<file path="src/rtl/al4s3b_wb_master.sv">
// Single-outstanding Wishbone initiator: valid/ready command in, one classic WB cycle, valid/ready response out.
// Optional ACK timeout watchdog enabled by defining WB_MASTER_TIMEOUT_EN.
module al4s3b_wb_master #(
    parameter int                      ADDRWIDTH          = 17,
    parameter int                      DATAWIDTH          = 32,
    parameter int                      TIMEOUT_CNTR_WIDTH = 8,
    parameter int                      TIMEOUT_CYCLES     = 255,
    parameter logic [DATAWIDTH-1:0]    TIMEOUT_READ_VALUE = 32'hBAD_FAB_AC
) (
    input  logic                     WBs_CLK_i,
    input  logic                     WBs_RST_i,
    input  logic                     cmd_valid_i,
    output logic                     cmd_ready_o,
    input  logic                     cmd_we_i,
    input  logic [ADDRWIDTH-1:0]     cmd_adr_i,
    input  logic [DATAWIDTH/8-1:0]   cmd_byte_stb_i,
    input  logic [DATAWIDTH-1:0]     cmd_dat_i,
    output logic                     rsp_valid_o,
    input  logic                     rsp_ready_i,
    output logic [DATAWIDTH-1:0]     rsp_dat_o,
    output logic                     rsp_err_o,
    output logic [ADDRWIDTH-1:0]     WBs_ADR_o,
    output logic [DATAWIDTH/8-1:0]   WBs_BYTE_STB_o,
    output logic [DATAWIDTH-1:0]     WBs_WR_DAT_o,
    output logic                     WBs_CYC_o,
    output logic                     WBs_STB_o,
    output logic                     WBs_WE_o,
    output logic                     WBs_RD_o,
    input  logic [DATAWIDTH-1:0]     WBs_RD_DAT_i,
    input  logic                     WBs_ACK_i,
    output logic                     busy_o
);

    localparam int STBW = DATAWIDTH / 8;

    if (TIMEOUT_CYCLES < 1 || TIMEOUT_CYCLES > (2 ** TIMEOUT_CNTR_WIDTH) - 1) begin : g_bad_cfg
        $error("TIMEOUT_CYCLES must fit in TIMEOUT_CNTR_WIDTH bits and be nonzero");
    end

    typedef enum logic [1:0] {S_IDLE, S_BUS, S_RESP} state_t;

    state_t                 r_state;
    state_t                 w_next;
    logic                   w_accept;
    logic                   w_done;
    logic                   w_tmo_hit;
    logic [DATAWIDTH-1:0]   w_rsp_dat;

    logic                   r_cmd_ready;
    logic                   r_rsp_valid;
    logic [DATAWIDTH-1:0]   r_rsp_dat;
    logic                   r_rsp_err;
    logic [ADDRWIDTH-1:0]   r_adr;
    logic [STBW-1:0]        r_byte_stb;
    logic [DATAWIDTH-1:0]   r_wr_dat;
    logic                   r_cyc;
    logic                   r_we;
    logic                   r_rd;

`ifdef WB_MASTER_TIMEOUT_EN
    localparam logic [TIMEOUT_CNTR_WIDTH-1:0] TMO_LAST = TIMEOUT_CNTR_WIDTH'(TIMEOUT_CYCLES - 1);
    logic [TIMEOUT_CNTR_WIDTH-1:0] r_tmo;

    // Counter holds (BUS cycle number - 1); expiry fires on the last permitted BUS cycle.
    always_ff @(posedge WBs_CLK_i) begin
        if (WBs_RST_i || w_accept)
            r_tmo <= '0;
        else if (r_state == S_BUS)
            r_tmo <= r_tmo + 1'b1;
    end

    assign w_tmo_hit = (r_state == S_BUS) && !WBs_ACK_i && (r_tmo == TMO_LAST);
`else
    assign w_tmo_hit = 1'b0;
`endif

    always_ff @(posedge WBs_CLK_i) begin
        if (WBs_RST_i)
            r_state <= S_IDLE;
        else
            r_state <= w_next;
    end

    always_comb begin
        w_next    = r_state;
        w_accept  = 1'b0;
        w_done    = 1'b0;
        w_rsp_dat = '0;
        case (r_state)
            S_IDLE: begin
                if (cmd_valid_i && r_cmd_ready) begin
                    w_accept = 1'b1;
                    w_next   = S_BUS;
                end
            end
            S_BUS: begin
                // ACK takes priority over a simultaneous timeout expiry.
                if (WBs_ACK_i) begin
                    w_done    = 1'b1;
                    w_rsp_dat = r_we ? '0 : WBs_RD_DAT_i;
                    w_next    = S_RESP;
                end else if (w_tmo_hit) begin
                    w_done    = 1'b1;
                    w_rsp_dat = TIMEOUT_READ_VALUE;
                    w_next    = S_RESP;
                end
            end
            S_RESP: begin
                if (rsp_ready_i)
                    w_next = S_IDLE;
            end
            default: w_next = S_IDLE;
        endcase
    end

    always_ff @(posedge WBs_CLK_i) begin
        if (WBs_RST_i) begin
            r_cmd_ready <= 1'b0;
            r_rsp_valid <= 1'b0;
            r_rsp_dat   <= '0;
            r_rsp_err   <= 1'b0;
            r_adr       <= '0;
            r_byte_stb  <= '0;
            r_wr_dat    <= '0;
            r_cyc       <= 1'b0;
            r_we        <= 1'b0;
            r_rd        <= 1'b0;
        end else begin
            r_cmd_ready <= (w_next == S_IDLE);
            if (w_accept) begin
                r_cyc      <= 1'b1;
                r_we       <= cmd_we_i;
                r_rd       <= !cmd_we_i;
                r_adr      <= cmd_adr_i;
                r_byte_stb <= cmd_we_i ? cmd_byte_stb_i : {STBW{1'b1}};
                r_wr_dat   <= cmd_dat_i;
            end
            if (w_done) begin
                r_cyc       <= 1'b0;
                r_we        <= 1'b0;
                r_rd        <= 1'b0;
                r_rsp_valid <= 1'b1;
                r_rsp_dat   <= w_rsp_dat;
                r_rsp_err   <= w_tmo_hit && !WBs_ACK_i;
            end
            if (r_state == S_RESP && rsp_ready_i)
                r_rsp_valid <= 1'b0;
        end
    end

    assign cmd_ready_o    = r_cmd_ready;
    assign rsp_valid_o    = r_rsp_valid;
    assign rsp_dat_o      = r_rsp_dat;
`ifdef WB_MASTER_TIMEOUT_EN
    assign rsp_err_o      = r_rsp_err;
`else
    assign rsp_err_o      = 1'b0;
`endif
    assign WBs_ADR_o      = r_adr;
    assign WBs_BYTE_STB_o = r_byte_stb;
    assign WBs_WR_DAT_o   = r_wr_dat;
    assign WBs_CYC_o      = r_cyc;
    assign WBs_STB_o      = r_cyc;
    assign WBs_WE_o       = r_we;
    assign WBs_RD_o       = r_rd;
    assign busy_o         = (r_state != S_IDLE);

endmodule

</file>
<file path="config.mk">
export PLATFORM = sky130hd
export DESIGN_NAME = al4s3b_wb_master
export DESIGN_NICKNAME = d
export VERILOG_FILES = /design/src/rtl/al4s3b_wb_master.sv
export SDC_FILE = /design/constraint.sdc
export NUM_CORES = 1
export LEC_CHECK = 0
export CORE_UTILIZATION = 59
export CTS_BUF_LIST = sky130_fd_sc_hd__clkbuf_8
export CTS_CLUSTER_DIAMETER = 80
export DETAILED_ROUTE_END_ITERATION = 8
export DONT_BUFFER_PORTS = 1
export GPL_ROUTABILITY_DRIVEN = 0
export HOLD_SLACK_MARGIN = 0.02
export PLACE_DENSITY_LB_ADDON = 0.05
export SYNTH_ARGS = -nofsm -noshare
export SYNTH_HDL_FRONTEND = slang
export SYNTH_SLANG_ARGS = --single-unit
</file>
<file path="constraint.sdc">
create_clock -name WBs_CLK_i -period 1.4 [get_ports WBs_CLK_i]
set_input_delay 0.42 -clock WBs_CLK_i [delete_from_list [all_inputs] [get_ports WBs_CLK_i]]
set_output_delay 0.42 -clock WBs_CLK_i [all_outputs]
set_load 0.02 [all_outputs]
</file>
==> run_results.csv, run 1 <==
group,metric,value,unit
worst_setup_path,arrival,0.95,ns
global_route,track_usage,23.08,%
layout,drive_gt1_share,8.564,%
power_and_ir_drop,switching_share,24.70,%
layout,multi_input_area,0.001384,sq mm
power_and_ir_drop,p_switching,1.313,mW
logic_synthesis,yosysSeqAreaShare,54.00,%
worst_setup_path,crit_path_max_incr_delay,0.35,ns
run_status,status,"completed",
worst_setup_path,crit_path_start,"r_state[0]$_SDFF_PP0_",
logic_synthesis,synth_top_area_cell,"dfxtp_1",
detailed_routing,wl_per_cell,15.73,um
power_and_ir_drop,cellLeakagePower,1.233,nW
sta,min_period,1.368,ns
layout,area_growth,8.254,%
detailed_routing,dr.pass1.iters,5,
layout,nets,483,
power_and_ir_drop,combPwrFrac,7.0,%
detailed_routing,drt-initial-drc-count,128,
clocking,cts_buffer_depth,2,
worst_setup_path,critPathRequiredTime,0.98,ns
clocking,cts_max_level,3,
clocking,clk_latency,0.34,ns
power_and_ir_drop,powerDensity,1440,mW/mm^2
layout,regArea,0.001847,sq mm
floorplanning,start_util,61.56,%
detailed_routing,postRouteAntennaNets,0,
worst_setup_path,cp_cell_sequence,"or2_4",
floorplanning,core_area,0.005540,sq mm
clocking,numCtsBuffers,9,
worst_setup_path,worst-setup-path-type,"reg -> out",
place,dp.cells,452,
layout,nFillCells,483,
sta,hold_ws,0.1404,ns
layout,antenna_cells,0,
worst_setup_path,path_buf_inv,0,
logic_synthesis,synth_warnings,0,
clocking,cts.hold.buffers_added,0,
logic_synthesis,ys_types,22,
floorplanning,chipWidth,78.03,um
logic_synthesis,syn_nets,495,
logic_synthesis,synth_area_per_cell,8.443,sq um
run,cap_violations,0,
place,io_buffers,0,
min_path,hp-class,"in -> reg",
floorplanning,dieArea,0.006089,sq mm
sta,finalHoldViolCount,0,
worst_setup_path,worst_path_max_delay_cell,"dfxtp_4",
logic_synthesis,ys_ff_latch,92,
worst_setup_path,path_max_fanout,4,
detailed_routing,vias,2616,
clocking,cts_tree,"done",
global_route,grt_pass1_wl,11080,um
worst_setup_path,critPathCapture,"busy_o",
global_route,grt_pass1_vias,2282,
worst_setup_path,critical-path-top-delay-family,"flip-flops",
logic_synthesis,synthCells,404,
global_route,grt_antenna_before_repair,0,
worst_setup_path,timing.rr.start,"r_state[0]$_SDFF_PP0_",
floorplanning,die_h,78.03,um
sta,period_share,97.72,%
power_and_ir_drop,ir_drop,0.7156,mV
place,place_hpwl,4930,um
detailed_routing,routed_wl,7377,um
floorplanning,io_pins,184,
detailed_routing,via_per_inst,5.578,
power_and_ir_drop,p_int,4.005,mW
floorplanning,rows,27,
sta,clock.fmax,0.7310,GHz
logic_synthesis,synth_area_leaders,"dfxtp_1 54%, nand2_1 14%, a21oi_1 12%, nand3b_1 7.3%, clkbuf_1 1.5%",
clocking,clkSinkCount,92,
power_and_ir_drop,power_frac_clock,37.3,%
logic_synthesis,synth_top_area_share,54.00,%
detailed_routing,drcViolationCount,0,
sta,rsz0062_at_grt,"yes",
sta,slew_violations,0,
worst_setup_path,r2r_cells,4,
logic_synthesis,synth.cell_area,0.003411,sq mm
sta,setup_violations,0,
global_route,grt-ovfl-total,0,
power_and_ir_drop,p_seq_share,55.8,%
worst_setup_path,startpoint_type,"flop",
worst_setup_path,crit_cells,1,
layout,instances_no_fill,469,
worst_setup_path,ff2ff_setup_slack,0.09,ns
clocking,clk_pin_slew,0.09,ns
worst_setup_path,r2r_end,"WBs_ADR_o[1]$_SDFFE_PP0P_",
clocking,clock-root-buffer,"clkbuf_8",
worst_setup_path,endpoint_kind,"primary output",
sta,finClkSkew,0.01140,ns
global_route,grt_max_degree,93,
worst min path at each step:
stage,slack [ns],to,cells past startpoint,from
2_1_floorplan,0.51,WBs_RD_o$_SDFFE_PP0P_,1,cmd_we_i
3_3_place_gp,0.49,WBs_ADR_o[10]$_SDFFE_PP0P_,1,WBs_RST_i
3_5_place_dp,0.50,rsp_dat_o[13]$_SDFFE_PP0P_,1,WBs_RST_i
4_1_cts,0.13,rsp_dat_o[13]$_SDFFE_PP0P_,1,WBs_RST_i
5_1_grt,0.12,rsp_dat_o[21]$_SDFFE_PP0P_,1,WBs_RST_i
6_report,0.14,WBs_ADR_o[10]$_SDFFE_PP0P_,1,WBs_RST_i
layout make-up:
cell class | count | area share [%]
repair buffers | 11 | 3.694
multi-input cells | 278 | 37.48
flip-flops and latches | 92 | 50.02
clock inverters | 5 | 2.270
well taps | 72 | 2.440
clock buffers | 11 | 4.100
state kept, by name (all words and copies together), names as in the netlist:
| name | flops |
|---|---|
| WBs_ADR_o | 17 |
| WBs_BYTE_STB_o | 4 |
| WBs_CYC_o | 1 |
| WBs_RD_o | 1 |
| WBs_WE_o | 1 |
| WBs_WR_DAT_o | 32 |
| cmd_ready_o | 1 |
| r_state | 2 |
| rsp_dat_o | 32 |
| rsp_valid_o | 1 |
power groups by stage:
stage | registers (mW) | clock network, mW | logic [mW]
after detailed placement | 3.03 | 0 | 0.362
after CTS | 2.97 | 2.03 | 0.369
final | 2.97 | 1.98 | 0.370
after global placement | 3.03 | 0 | 0.351
after floorplan | 3.01 | 0 | 0.340
after global routing | 2.98 | 2.14 | 0.412
cell families (layout without fill, tap and decap cells):
| family | after synthesis | count (layout) | synth area share [%] |
|---|---|---|---|
| AND/OR/NAND/NOR | 189 | 189 | 26.12 |
| flip-flops | 92 | 92 | 54.00 |
| AO/OA/AOI/OAI | 87 | 87 | 13.83 |
| buffers and inverters | 34 | 27 | 5.649 |
| other | 1 | 1 | 0.1099 |
| multiplexers | 1 | 1 | 0.2935 |
synthesized netlist by cell type:
cell / instances
and4bb_4: 1
mux2i_1: 1
a2111oi_2: 1
conb_1: 1
clkbuf_1: 14
nor2b_1: 1
buf_6: 4
nand4bb_1: 1
dfxtp_1: 92
nand3b_1: 33
nor3_1: 6
nand2_1: 130
and3b_1: 1
nor3b_1: 4
a21oi_1: 84
a2bb2oi_1: 1
or2_2: 1
buf_2: 10
nor2_1: 9
a2111oi_4: 1
nand2b_1: 2
buf_4: 6
through the flow:
step                      setup TNS, ns  setup slack (ns)  total power [mW]  util (%)  cell area [sq um]
after floorplan                       0            0.1811             3.346         -               3411
after global placement                0           0.09095             3.379     62.06               3438
after detailed placement              0         0.0008523             3.394     62.06               3438
after CTS                             0           0.01254             5.365     66.55               3687
after global routing           -0.01066          -0.01066             5.536     66.64               3692
final                                 0           0.03198             5.318     66.64               3692
timing repair:
item | in CTS | in global routing
endpoints found under the setup margin | 2 | 5
resized for setup | 3 | 2
buffers inserted | 1 | 0
metal layers:
metal / vias up / routed length, um / track usage, %
met2: 130 / 3521 / 37.26
met1: 1171 / 2894 / 27.12
li1: 1302 / - / -
met3: 13 / 834 / 10.00
met5: - / 0 / 0
met4: 0 / 126 / 8.889
cells in the final DEF (no fill, tap or decap), types with 2 or more instances in the layout:
master	count
buf_12	4
bufinv_16	2
nor3_1	6
nand3b_1	33
dfxtp_1	90
nor2_1	9
nand2b_1	2
clkinvlp_4	2
nand2_1	130
buf_4	6
a21oi_1	84
clkbuf_8	11
nor3b_1	4
Note: power is estimated with default switching activity, not from simulation.
==> run 2, diff against run 1 <==
--- a/config.mk
+++ b/config.mk
@@ -13,6 +13,7 @@
 export GPL_ROUTABILITY_DRIVEN = 0
 export HOLD_SLACK_MARGIN = 0.02
 export PLACE_DENSITY_LB_ADDON = 0.05
+export SLEW_MARGIN = 20
 export SYNTH_ARGS = -nofsm -noshare
 export SYNTH_HDL_FRONTEND = slang
 export SYNTH_SLANG_ARGS = --single-unit
==> results of run 2 <==
No change in the layout: final DEF, timing and power equal those of run 1.
